**config.mk**
```make
export PLATFORM = sky130hd
export DESIGN_NAME = fetch_stage
export DESIGN_NICKNAME = d
export VERILOG_FILES = /design/src/rtl/cpu_pkg.sv /design/src/rtl/fetch_skid.sv /design/src/rtl/fetch_stage.sv
export SDC_FILE = /design/constraint.sdc
export NUM_CORES = 1
export LEC_CHECK = 0
export CORE_MARGIN = 3
export CORE_UTILIZATION = 52
export DETAILED_ROUTE_END_ITERATION = 10
export PLACE_DENSITY = 0.8
export SLEW_MARGIN = 20
export SYNTH_ARGS = -nofsm -noshare
export SYNTH_HDL_FRONTEND = slang
export SYNTH_HIERARCHICAL = 1
export SYNTH_SLANG_ARGS = --single-unit
```
**constraint.sdc**
```tcl
create_clock -name clk -period 2.7 [get_ports clk]
set_clock_uncertainty 0.2 [all_clocks]
set_input_delay 0.54 -clock clk [delete_from_list [all_inputs] [get_ports clk]]
set_output_delay 0.54 -clock clk [all_outputs]
set_load 0.02 [all_outputs]
```
**src/rtl/cpu_pkg.sv**
```systemverilog
// Shared types and constants for the front-end pipeline stages.
// Optional halt detection in fetch_stage is enabled with FETCH_HALT_EN.
package cpu_pkg;

  localparam int ADDR_W = 32;
  localparam int INSTR_W = 32;
  localparam logic [INSTR_W-1:0] HALT_OPCODE = 32'hFFFF_FFFF;
  localparam int PC_INC = 4;

  typedef enum logic [1:0] {
    RUN,
    STALLED,
    HALTED
  } fetch_state_t;

endpackage

```
**src/rtl/fetch_skid.sv**
```systemverilog
// One-entry skid buffer holding the instruction that was in flight
// when a stall arrived.
module fetch_skid
  import cpu_pkg::*;
#(
  parameter int AW = ADDR_W
) (
  input  logic               clk,
  input  logic               rst_n,
  input  logic               load,
  input  logic               drain,
  input  logic               clear,
  input  logic [INSTR_W-1:0] load_instr,
  input  logic [AW-1:0]      load_pc,
  output logic               valid,
  output logic [INSTR_W-1:0] instr,
  output logic [AW-1:0]      pc
);

  always_ff @(posedge clk or negedge rst_n) begin
    if (!rst_n) begin
      valid <= 1'b0;
      instr <= '0;
      pc    <= '0;
    end else if (clear || drain) begin
      valid <= 1'b0;
    end else if (load) begin
      valid <= 1'b1;
      instr <= load_instr;
      pc    <= load_pc;
    end
  end

endmodule

```
**src/rtl/fetch_stage.sv**
```systemverilog
// Instruction fetch: PC, synchronous imem requests and a stall skid buffer.
// Define FETCH_HALT_EN to stop fetching when HALT_OPCODE is presented.
module fetch_stage
  import cpu_pkg::*;
#(
  parameter int                 ADDR_W      = cpu_pkg::ADDR_W,
  parameter logic [ADDR_W-1:0]  RESET_PC    = '0,
  parameter logic [INSTR_W-1:0] HALT_OPCODE = cpu_pkg::HALT_OPCODE
) (
  input  logic               clk,
  input  logic               rst_n,
  input  logic               stall,
  input  logic               flush,
  input  logic               branch_taken,
  input  logic [ADDR_W-1:0]  branch_target,
  output logic               imem_en,
  output logic [ADDR_W-1:0]  imem_addr,
  input  logic [INSTR_W-1:0] imem_data,
  output logic [INSTR_W-1:0] instr,
  output logic [ADDR_W-1:0]  instr_pc,
  output logic               instr_valid,
  output logic               halted
);

  fetch_state_t state, state_next;

  logic [ADDR_W-1:0]  pc;
  logic               req_valid;
  logic [ADDR_W-1:0]  req_pc;
  logic               skid_valid;
  logic [INSTR_W-1:0] skid_instr;
  logic [ADDR_W-1:0]  skid_pc;

  logic redirect;
  logic halt_hit;
  logic fetch;
  logic take_mem;
  logic take_skid;
  logic skid_load;
  logic skid_drain;
  logic skid_clear;

  assign redirect  = branch_taken | flush;
  assign imem_addr = pc;
  assign imem_en   = fetch & rst_n;

`ifdef FETCH_HALT_EN
  assign halt_hit = instr_valid && (instr == HALT_OPCODE);
`else
  logic unused_halt;
  assign unused_halt = ^HALT_OPCODE;
  assign halt_hit    = 1'b0;
`endif

  always_comb begin
    state_next = state;
    fetch      = 1'b0;
    take_mem   = 1'b0;
    take_skid  = 1'b0;
    skid_load  = 1'b0;
    skid_drain = 1'b0;
    skid_clear = 1'b0;
    if (redirect) begin
      state_next = RUN;
      skid_clear = 1'b1;
    end else if (halt_hit) begin
      state_next = HALTED;
      skid_clear = 1'b1;
    end else begin
      unique case (state)
        RUN: begin
          if (stall) begin
            state_next = STALLED;
            skid_load  = req_valid;
          end else begin
            fetch    = 1'b1;
            take_mem = 1'b1;
          end
        end
        STALLED: begin
          if (!stall) begin
            state_next = RUN;
            fetch      = 1'b1;
            take_skid  = 1'b1;
            skid_drain = 1'b1;
          end
        end
        HALTED: state_next = HALTED;
        default: state_next = RUN;
      endcase
    end
  end

  always_ff @(posedge clk or negedge rst_n) begin
    if (!rst_n) begin
      state       <= RUN;
      pc          <= RESET_PC;
      req_valid   <= 1'b0;
      req_pc      <= '0;
      instr       <= '0;
      instr_pc    <= '0;
      instr_valid <= 1'b0;
    end else begin
      state     <= state_next;
      req_valid <= fetch;
      if (branch_taken) begin
        pc <= {branch_target[ADDR_W-1:2], 2'b00};
      end else if (fetch) begin
        pc <= pc + ADDR_W'(PC_INC);
      end
      if (fetch) begin
        req_pc <= pc;
      end
      if (redirect || halt_hit) begin
        instr_valid <= 1'b0;
      end else if (take_mem) begin
        instr       <= imem_data;
        instr_pc    <= req_pc;
        instr_valid <= req_valid;
      end else if (take_skid) begin
        instr       <= skid_instr;
        instr_pc    <= skid_pc;
        instr_valid <= skid_valid;
      end
    end
  end

`ifdef FETCH_HALT_EN
  always_ff @(posedge clk or negedge rst_n) begin
    if (!rst_n) begin
      halted <= 1'b0;
    end else if (redirect) begin
      halted <= 1'b0;
    end else if (halt_hit) begin
      halted <= 1'b1;
    end
  end
`else
  assign halted = 1'b0;
`endif

  fetch_skid #(
    .AW(ADDR_W)
  ) u_skid (
    .clk       (clk),
    .rst_n     (rst_n),
    .load      (skid_load),
    .drain     (skid_drain),
    .clear     (skid_clear),
    .load_instr(imem_data),
    .load_pc   (req_pc),
    .valid     (skid_valid),
    .instr     (skid_instr),
    .pc        (skid_pc)
  );

endmodule

```
Word level (Yosys, flattened, before mapping)
Index checks and enable logic that the tools add are counted.
Cells by class
  reductions and logical operators: 10
  muxes and demuxes: 26
  bitwise operators: 4
  add/subtract/negate cells: 1
  eq/ne operators: 4
Operators by type and width (number)
  two-way mux 32 bit: 6
  adder 32 x 3 -> 32 bit (second input constant): 1
  two-way mux 1 bit: 16
  two-way mux 2 bit: 3
  inequality test 3 bit (second input constant): 2
  case mux 2 bit (3 select lines): 1
  AND reduction 2 bit: 3
  nonzero test 2 bit: 3
  nonzero test 3 bit: 1
  equality test 2 x 1 -> 1 bit (second input constant): 1
  equality test 2 bit (second input constant): 1
  logical NOT 2 bit: 1
  NOT 1 bit: 2
  OR reduction 2 bit: 1
  AND 1 bit: 1
  logical OR 1 bit: 1
  bitwise OR 1 bit: 1
Word-level totals
  output and inout bits: 99
  register bits: 197

Longest topological paths before layout
Gate-level depths: netlist of the first run.
  depth after elaboration: 6
  gate-level depth with buffers: 10

Cells and area by module
Netlist of the first run, hierarchy kept.
Modules (own cells, without submodules)
  fetch_stage: times used 1, cells an instance 632, area an instance 5978.2 sq um, seq. area each 3203.1 sq um
  fetch_skid: times used 1, cells an instance 139, area an instance 2725.1 sq um, seq. area each 1626.6 sq um

Worst setup path after synthesis of the first run
Ideal clock, no wire load.
  path type: input-to-reg
  start: in branch_taken
  end: reg u_skid.instr[0]
  stages: 10
  path slack: -5 ps
  library setup time: 125 ps
  arrival: 2380 ps
  required time: 2375 ps
  cells stage by stage: buf_6 -> or4_4 -> buf_2 -> inv_2 -> buf_2 -> and2_1 -> nor3b_2 -> buf_6 -> buf_12 -> mux2_4
On the way
  cells in the longest elaborated chain, start to end: 5
Ends and longest elaborated chain
  start: declaration: line fetch_stage.sv:14  | input logic branch_taken,
  bitwise OR 1 bit: line fetch_stage.sv:43  | assign redirect = branch_taken | flush;
  two-way mux 1 bit: line fetch_stage.sv:63  | if (redirect) begin
  via skid_drain: line fetch_stage.sv:40  | logic skid_drain;
  logical OR 1 bit: line fetch_skid.sv:25  | end else if (clear || drain) begin
  NOT 1 bit (no line)
  AND reduction 2 bit (no line)
  end signal: assignment: line fetch_skid.sv:29  | instr <= load_instr;
  end: declaration: line fetch_skid.sv:16  | output logic [INSTR_W-1:0] instr,
The timed path passes the listed nets, and every way through them passes these cells.
A chain may end at the register's enable or synchronous reset.

Final worst setup path of the first run
  start: in branch_taken
  end: reg u_skid.instr[19]
RTL lines
  bitwise OR 1 bit: line fetch_stage.sv:43
  via redirect: line fetch_stage.sv:34  | logic redirect;
  two-way mux 1 bit: line fetch_stage.sv:63
  via skid_load: line fetch_stage.sv:39  | logic skid_load;
  AND reduction 2 bit (no line)
The timed path passes the listed nets, and every way through them passes these cells.

==> results by group, run 1 <==
Run status
  • Outcome: finished, final reports clean

Clocking
  • Post-CTS setup buffers: 0
  • H-tree depth: 4
  • CTS Buffer Depth: 2
  • Clock sink count: ~190
  • Clk root buf: clkbuf_16
  • Hold buffers post-CTS: 0
  • Num CTS Buffers: 17
  • TritonCTS clock tree: yes
  • Clock transition at path regs: 0.07 ns
  • Later-pin clock latency in the skew report: about 0.42 ns

Synth
  • Synthesis Warnings: 6
  • Syn avg cell area: about 11 um^2
  • Asr flop ratio synth: 1.00
  • Synth top area share: 0.555
  • Ranking of synthesized cells by area: dfrtp_1, mux2_4, nand2_1
  • Yosys reg bits: slightly below 200
  • Mapped cell area: slightly below 9000 um^2
  • Yosys top cell by area: dfrtp_1
  • Synth cell types: 47
  • EDFF count, synth: 0
  • Top FF cell, synth: dfrtp_1
  • Synth Instances: a little under 800
  • Sequential share of the synthesized area: 0.555

Timing
  • Fmax: 0.374 GHz
  • Worst slew pin tran: 0.955 ns
  • Max transition margin: 0.364
  • Pins over their slew limit: 0
  • Period utilisation layout: 0.990
  • Final setup vio count: 0
  • Final hold vios: 0
  • Min Tclk post-route: about 2.7 ns
  • Setup TNS: 0 ns

Place
  • Routability congestion estimate: 0.875
  • Dpl cell area: 10600 um^2
  • IO Port Bufs: approximately 160
  • Hpwl dp: 13100 um

Drt
  • Via count: 6361
  • ANT nets after route: 0
  • DR pass1 iterations: 5
  • Routed vias/inst: between 5 and 6
  • Post-Route WL: between 15000 and 20000 um
  • Residual DRC: 0
  • DR iter-0 viols: 481
  • WL/cell: approximately 17 um

Pwr
  • Internal power: 5560 uW
  • VDD IR max: approximately 520 uV
  • Logic pwr share: 0.192
  • Net Sw Frac: 0.274
  • Clock group share of total power: 0.347
  • P per Cell Area: slightly below 700 nW/um^2
  • Part of the power in registers: 0.461
  • LEAKAGE: 0.00502 uW
  • P_sw: about 2100 uW

GRT
  • GRT Util Overall: 0.224
  • Largest net degree at the start of global routing: ~120
  • GR Overflow Total: 0
  • Number of global-route vias before repair: around 6.3k
  • Wire length of the first global-routing pass: about 33000 um
  • Initial antenna violation count: 0

Setup path
  • R2r endpoint: imem_addr[4]
  • Cell mode on critical path: buf_12
  • R2r setup slk: about 0.27 ns
  • Critical Path, Cell by Cell: clkdlybuf4s50_1, buf_4, or2_1, nor3b_2, and3b_1, nor3b_4, buf_12, buf_12, mux2_4
  • R2r worst-path depth: 6
  • CP bufs+invs: 4
  • Slowest CP cell: clkdlybuf4s50_1
  • Critical path fanouts, max: 16
  • R2r startpoint: state[1]
  • Worst path depth: 9
  • Family with the most delay on the worst path: buffers and inverters
  • Critical path startpoint: branch_taken
  • Startpoint type of the worst setup path: input pin
  • Capture point of the worst path: u_skid/instr[19]
  • CP arrival: between 2 and 3 ns
  • Crit path required time: between 2 and 3 ns
  • CP peak stage delay: 0.44 ns
  • WS Path Type: in -> reg
  • Setup crit end kind: register

Job
  • Max Cap Viol: 0

Finish
  • N_diodes: 0
  • Fillers: ~1.2k
  • Net total in the final layout: 1011
  • P&R area growth vs syn: 29.6%
  • Post-Layout Inst Area: approximately 11000 um^2
  • Share of cells above drive strength 1: 0.151

Floorplan
  • Starting density of the core: 0.540
  • # IOs: around 170
  • Rows: 46
  • Die X: 135 um
  • Die height: around 140 um
  • Core area: 16100 um^2
  • Die area: between 15000 and 20000 um^2

Worst hold path
  • Hold Path Class: in -> async
[area by class of cell]
type,count,area [um^2],share of cell area
clock buffers,20,447,0.0396
clock inverters,12,181,0.0161
inverters,4,15.0,0.00133
multi-input cells,527,3560,0.316
flip-flops and latches,193,4830,0.429
well taps,216,270,0.0240
repair buffers,198,1970,0.175
[worst min path at each step]
stage / startpoint / end / cells past startpoint
after CTS: rst_n / imem_addr[4] / 2
final: rst_n / imem_addr[4] / 2
after global routing: rst_n / imem_addr[31] / 2
after detailed placement: instr_pc[1] / instr_pc[1] / 2
after global placement: instr_pc[1] / instr_pc[1] / 2
after floorplan: rst_n / imem_addr[10] / 0
[placed cells by master, fill, tap and decap left out, types with 3 or more instances in the layout]
cell / count
a31oi_1: 3
clkbuf_16: 17
and2_1: 4
nor2_1: 13
o21ai_0: 76
clkdlybuf4s50_1: 160
dfrtp_1: 192
nand3_1: 19
mux2i_1: 65
o211ai_1: 17
nor3_1: 4
nand2_1: 193
a221o_1: 4
and3_1: 4
inv_1: 3
bufinv_16: 4
or3_1: 3
conb_1: 5
mux2_4: 60
clkinvlp_4: 4
buf_4: 29
a21oi_1: 3
buf_12: 6
nand4_1: 12
nor4_1: 5
o311ai_0: 5
mux2_2: 5
[metrics by stage]
stage	hold WS, ns	power [uW]	std cells	setup slack [ns]	util
final	0.0605	7660	1170	0.0279	0.700
after global routing	0.115	8020	1170	-0.0109	0.700
after CTS	0.106	7720	1170	0.00424	0.699
after detailed placement	0.256	5050	1138	-0.415	0.660
after global placement	0.252	5010	1138	-0.367	0.660
after floorplan	0.0444	4260	775	0.0305	-
[what timing repair did]
action,4_1_cts,5_1_grt
hold endpoints to repair,0,0
endpoints found under the setup margin,1,64
resized for setup,4,2
[per-layer routing]
| layer | up-vias | wire length (um) | track usage |
|---|---|---|---|
| li1 | 3021 | - | - |
| met1 | 3090 | 9270 | 0.335 |
| met2 | 234 | 8980 | 0.336 |
| met3 | 16 | 1230 | 0.0479 |
| met4 | 0 | 222 | 0.0599 |
| met5 | - | 0 | 0 |
[kinds of logic after synthesis]
family / share of synthesized area
mux: 0.185
xor+xnor: 0.00201
flops: 0.555
fa+ha+maj: 0.00144
compound gates: 0.0809
other cells: 0.000431
buf+inv: 0.0391
simple gates: 0.136
[registers in the layout (all words and copies together), names as in the netlist, 2 cells and up]
register,count
instr_pc,32
instr,32
u_skid/instr,32
state,2
u_skid/pc,32
req_pc,30
imem_addr,30
[cell usage after synthesis, types with 3 or more instances]
cell	count
dfrtp_1	193
nor3_1	4
a31oi_1	3
nand3_1	19
a221o_1	4
nor2_1	13
o21ai_0	76
a21oi_1	3
buf_12	6
or3_1	3
o311ai_0	5
nand4_1	12
buf_2	8
and3_1	4
inv_1	3
mux2i_1	65
nand2_1	193
buf_4	3
nor3b_1	3
o211ai_1	17
mux2_4	60
nor4_1	5
and2_1	4
mux2_2	5
clkbuf_1	30
[power groups by stage]
stage / combinational, uW / sequential, uW / clock (uW)
after floorplan: 483 / 3770 / 0
after global placement: 1440 / 3560 / 0
after detailed placement: 1480 / 3580 / 0
after CTS: 1490 / 3530 / 2700
after global routing: 1600 / 3580 / 2840
final: 1470 / 3530 / 2660
No activity file was read; power rests on OpenSTA's default activity.
==> inputs of run 2 (changes only) <==
--- a/config.mk
+++ b/config.mk
@@ -8,9 +8,8 @@
 export CORE_MARGIN = 3
 export CORE_UTILIZATION = 52
 export DETAILED_ROUTE_END_ITERATION = 10
-export PLACE_DENSITY = 0.8
+export PLACE_DENSITY = 0.81
 export SLEW_MARGIN = 20
 export SYNTH_ARGS = -nofsm -noshare
 export SYNTH_HDL_FRONTEND = slang
-export SYNTH_HIERARCHICAL = 1
 export SYNTH_SLANG_ARGS = --single-unit
==> results by group, run 2 <==
Run status
  • Outcome: finished, final reports clean

Synth
  • Synth top area share: 0.572 (+0.0170)
  • Synth cell types: 44 (-6.4%)
  • Synth cell count leaders: dfrtp_1, mux2_2, nor2_1, mux2i_1, a21oi_1
  • Top FF cell, synth: dfrtp_1
  • Yosys top cell by area: dfrtp_1
  • Syn avg cell area: 11.8 um^2 (+4.5%)
  • Ranking of synthesized cells by area: dfrtp_1, mux2_2, mux2i_1
  • Synthesis Warnings: 0 (-6)
  • Yosys reg bits: 189 (-2.1%)
  • EDFF count, synth: 0 (unchanged)
  • Mapped cell area: 8270 um^2 (-5.0%)
  • Sequential share of the synthesized area: 0.572 (+0.0170)
  • Synth Instances: 701 (-9.1%)
  • Top-count cell post-synth: dfrtp_1
  • Asr flop ratio synth: 1.00 (unchanged)

GRT
  • GRT Util Overall: 0.227 (+0.00235)
  • Wire length of the first global-routing pass: 31700 um (-3.2%)
  • GR Overflow Total: 0 (unchanged)
  • Number of global-route vias before repair: 6159 (-2.6%)
  • Initial antenna violation count: 0 (unchanged)
  • Largest net degree at the start of global routing: 190 (+54%)

Clocking
  • Num CTS Buffers: 17 (unchanged)
  • CTS Buffer Depth: 2 (unchanged)
  • TritonCTS clock tree: yes
  • H-tree depth: 4 (unchanged)
  • Clk root buf: clkbuf_16
  • Clock transition at path regs: 0.07 ns (about the same)
  • Clock sink count: 189 (-2.1%)
  • Later-pin clock latency in the skew report: 0.43 ns (about the same)

Timing
  • Final hold vios: 0 (unchanged)
  • Period utilisation layout: 0.971 (-0.0189)
  • Final setup vio count: 0 (unchanged)
  • Setup TNS: 0 ns (unchanged)
  • Min Tclk post-route: 2.62 ns (-0.0511 ns)
  • Max transition margin: 0.353 (-0.0101)
  • Worst slew pin tran: 0.970 ns (+0.0152 ns)
  • Pins over their slew limit: 0 (unchanged)
  • Fmax: 0.382 GHz (+1.9%)
  • Hold Slack: 0.142 ns (+0.0813 ns)
  • Final worst setup slack: 0.0790 ns (+0.0511 ns)

Setup path
  • Critical Path, Cell by Cell: clkdlybuf4s50_1, or3_1, or4_4, or4_1, a31oi_1
  • CP arrival: 2.76 ns (-0.02 ns)
  • Startpoint type of the worst setup path: input pin
  • WS Path Type: in -> reg
  • Crit path required time: 2.84 ns (+0.03 ns)
  • Slowest CP cell: or4_4
  • CP peak stage delay: 0.61 ns (+0.17 ns)
  • Family with the most delay on the worst path: simple AND/OR/NAND/NOR gates
  • Setup crit end kind: register
  • Critical path fanouts, max: 11 (-5)
  • CP bufs+invs: 1 (-3)

Place
  • Dpl cell area: 10200 um^2 (-4.4%)
  • Hpwl dp: 12800 um (-2.3%)
  • Routability congestion estimate: 0.842 (-3.8%)
  • IO Port Bufs: 160 (-1.2%)
  • Post-place setup slack: -0.379 ns (+0.0360 ns)

Drt
  • DR pass1 iterations: 5 (unchanged)
  • Post-Route WL: 19500 um (-1.0%)
  • DR iter-0 viols: 484 (+0.62%)
  • Routed vias/inst: 5.60 (+3.0%)
  • Residual DRC: 0 (unchanged)
  • ANT nets after route: 0 (unchanged)
  • WL/cell: 17.9 um (+6.3%)
  • Via count: 6097 (-4.2%)

Finish
  • Biggest regs: instr: 32 flops, u_skid.instr: 32 flops
  • Commonest non-fill, non-tap cell in the layout: dfrtp_1
  • N_diodes: 0 (unchanged)
  • Net total in the final layout: 936 (-7.4%)
  • Util after Layout: 0.702 (+0.00279)
  • P&R area growth vs syn: 30.6%
  • Commonest cells after routing, fill and taps aside: dfrtp_1, clkdlybuf4s50_1, mux2_2
  • Share of cells above drive strength 1: 0.195 (+0.0438)
  • Post-Layout Inst Area: 10800 um^2 (-4.2%)

Floorplan
  • Die area: 17500 um^2 (-4.8%)
  • Die X: 132 um (-2.4%)
  • Starting density of the core: 0.538 (-0.00209)
  • Die height: 132 um (-2.4%)
  • Core area: 15400 um^2 (-4.6%)
  • # IOs: 168 (unchanged)
  • Rows: 45 (-2.2%)

Worst hold path
  • Hold Path Class: in -> async

Pwr
  • LEAKAGE: 0.00446 uW (-11%)
  • P per Cell Area: 744 nW/um^2 (+9.6%)
  • VDD IR max: 544 uV (+3.7%)

Job
  • Max Cap Viol: 0 (unchanged)
run 2: cell types whose count changed in the layout (fill, tap and decap cells not counted), sizes merged, moves of 13 or more:
cell / previous run / this run
a21oi: 3 / 62
nor2: 13 / 79
o211ai: 17 / 4
nand2: 193 / 29
or4: 1 / 14
mux2: 65 / 93
o21ai: 76 / 19
run 2: repair_timing:
action                     CTS  global route
hold buffers                 0             0
gates resized for setup      2             1
setup buffers                1             2
setup endpoints to repair    1            25
pin swaps                    1             2
run 2: power breakdown:
group | switching (uW) | internal (uW) | leakage, uW
clock network | 1040 | 1490 | 0.000295
registers | 352 | 3360 | 0.00227
logic | 863 | 931 | 0.00189
total | 2260 | 5780 | 0.00446
run 2: worst paths after layout:
kind / from / endpoint / slack (ns) / depth (start not counted)
worst min register to register: u_skid.pc[31] / u_skid.pc[31] / 0.31 / 1
min in group clk: u_skid.pc[31] / u_skid.pc[31] / 0.31 / 1
worst max-delay path: stall / imem_addr[24] / 0.08 / 5
worst max register to register: state[1] / imem_addr[24] / 0.27 / 4
worst min-delay path: rst_n / u_skid.instr[14] / 0.14 / 2
max in group asynchronous: rst_n / state[0] / 1.41 / 2
run 2: per-stage QoR:
| step | std cells | power, uW |
|---|---|---|
| 6_report | 1089 | 8040 |
| 5_1_grt | 1089 | 8400 |
| 4_1_cts | 1087 | 8100 |
| 3_5_place_dp | 1055 | 5550 |
| 3_3_place_gp | 1055 | 5460 |
| 2_1_floorplan | 705 | 4640 |
run 2: logic make-up after synthesis:
kind of cell | synth area share
AO/OA/AOI/OAI | 0.0763
adder cells (fa/ha/maj) | 0.00151
XOR/XNOR | 0.0106
other | 0.000453
AND/OR/NAND/NOR | 0.104
flip-flops | 0.572
multiplexers | 0.203
buffers and inverters | 0.0324
run 2: layout make-up:
cell class,instances,area (um^2)
Tap cell,211,264
Sequential cell,189,4730
Fill cell,1093,4570
Timing Repair Buffer,190,1860
Multi-Input combinational cell,460,3300
Clock inverter,8,108
Inverter,8,30.0
Clock buffer,23,498
run 2: worst reg2reg max path, delay by kind of cell, from the launching register on:
| family | cells | cell delay [ns] |
|---|---|---|
| flip-flops | 1 | 0.37 |
| AND/OR/NAND/NOR | 3 | 1.57 |
| AO/OA/AOI/OAI | 1 | 0.20 |
run 2: layer usage:
metal,global-route usage,vias to the layer above,part of all wire
met4,0.0805,0,0.018
li1,-,2830,-
met5,0,-,0
met3,0.0424,27,0.049
met1,0.316,3041,0.44
met2,0.359,199,0.49
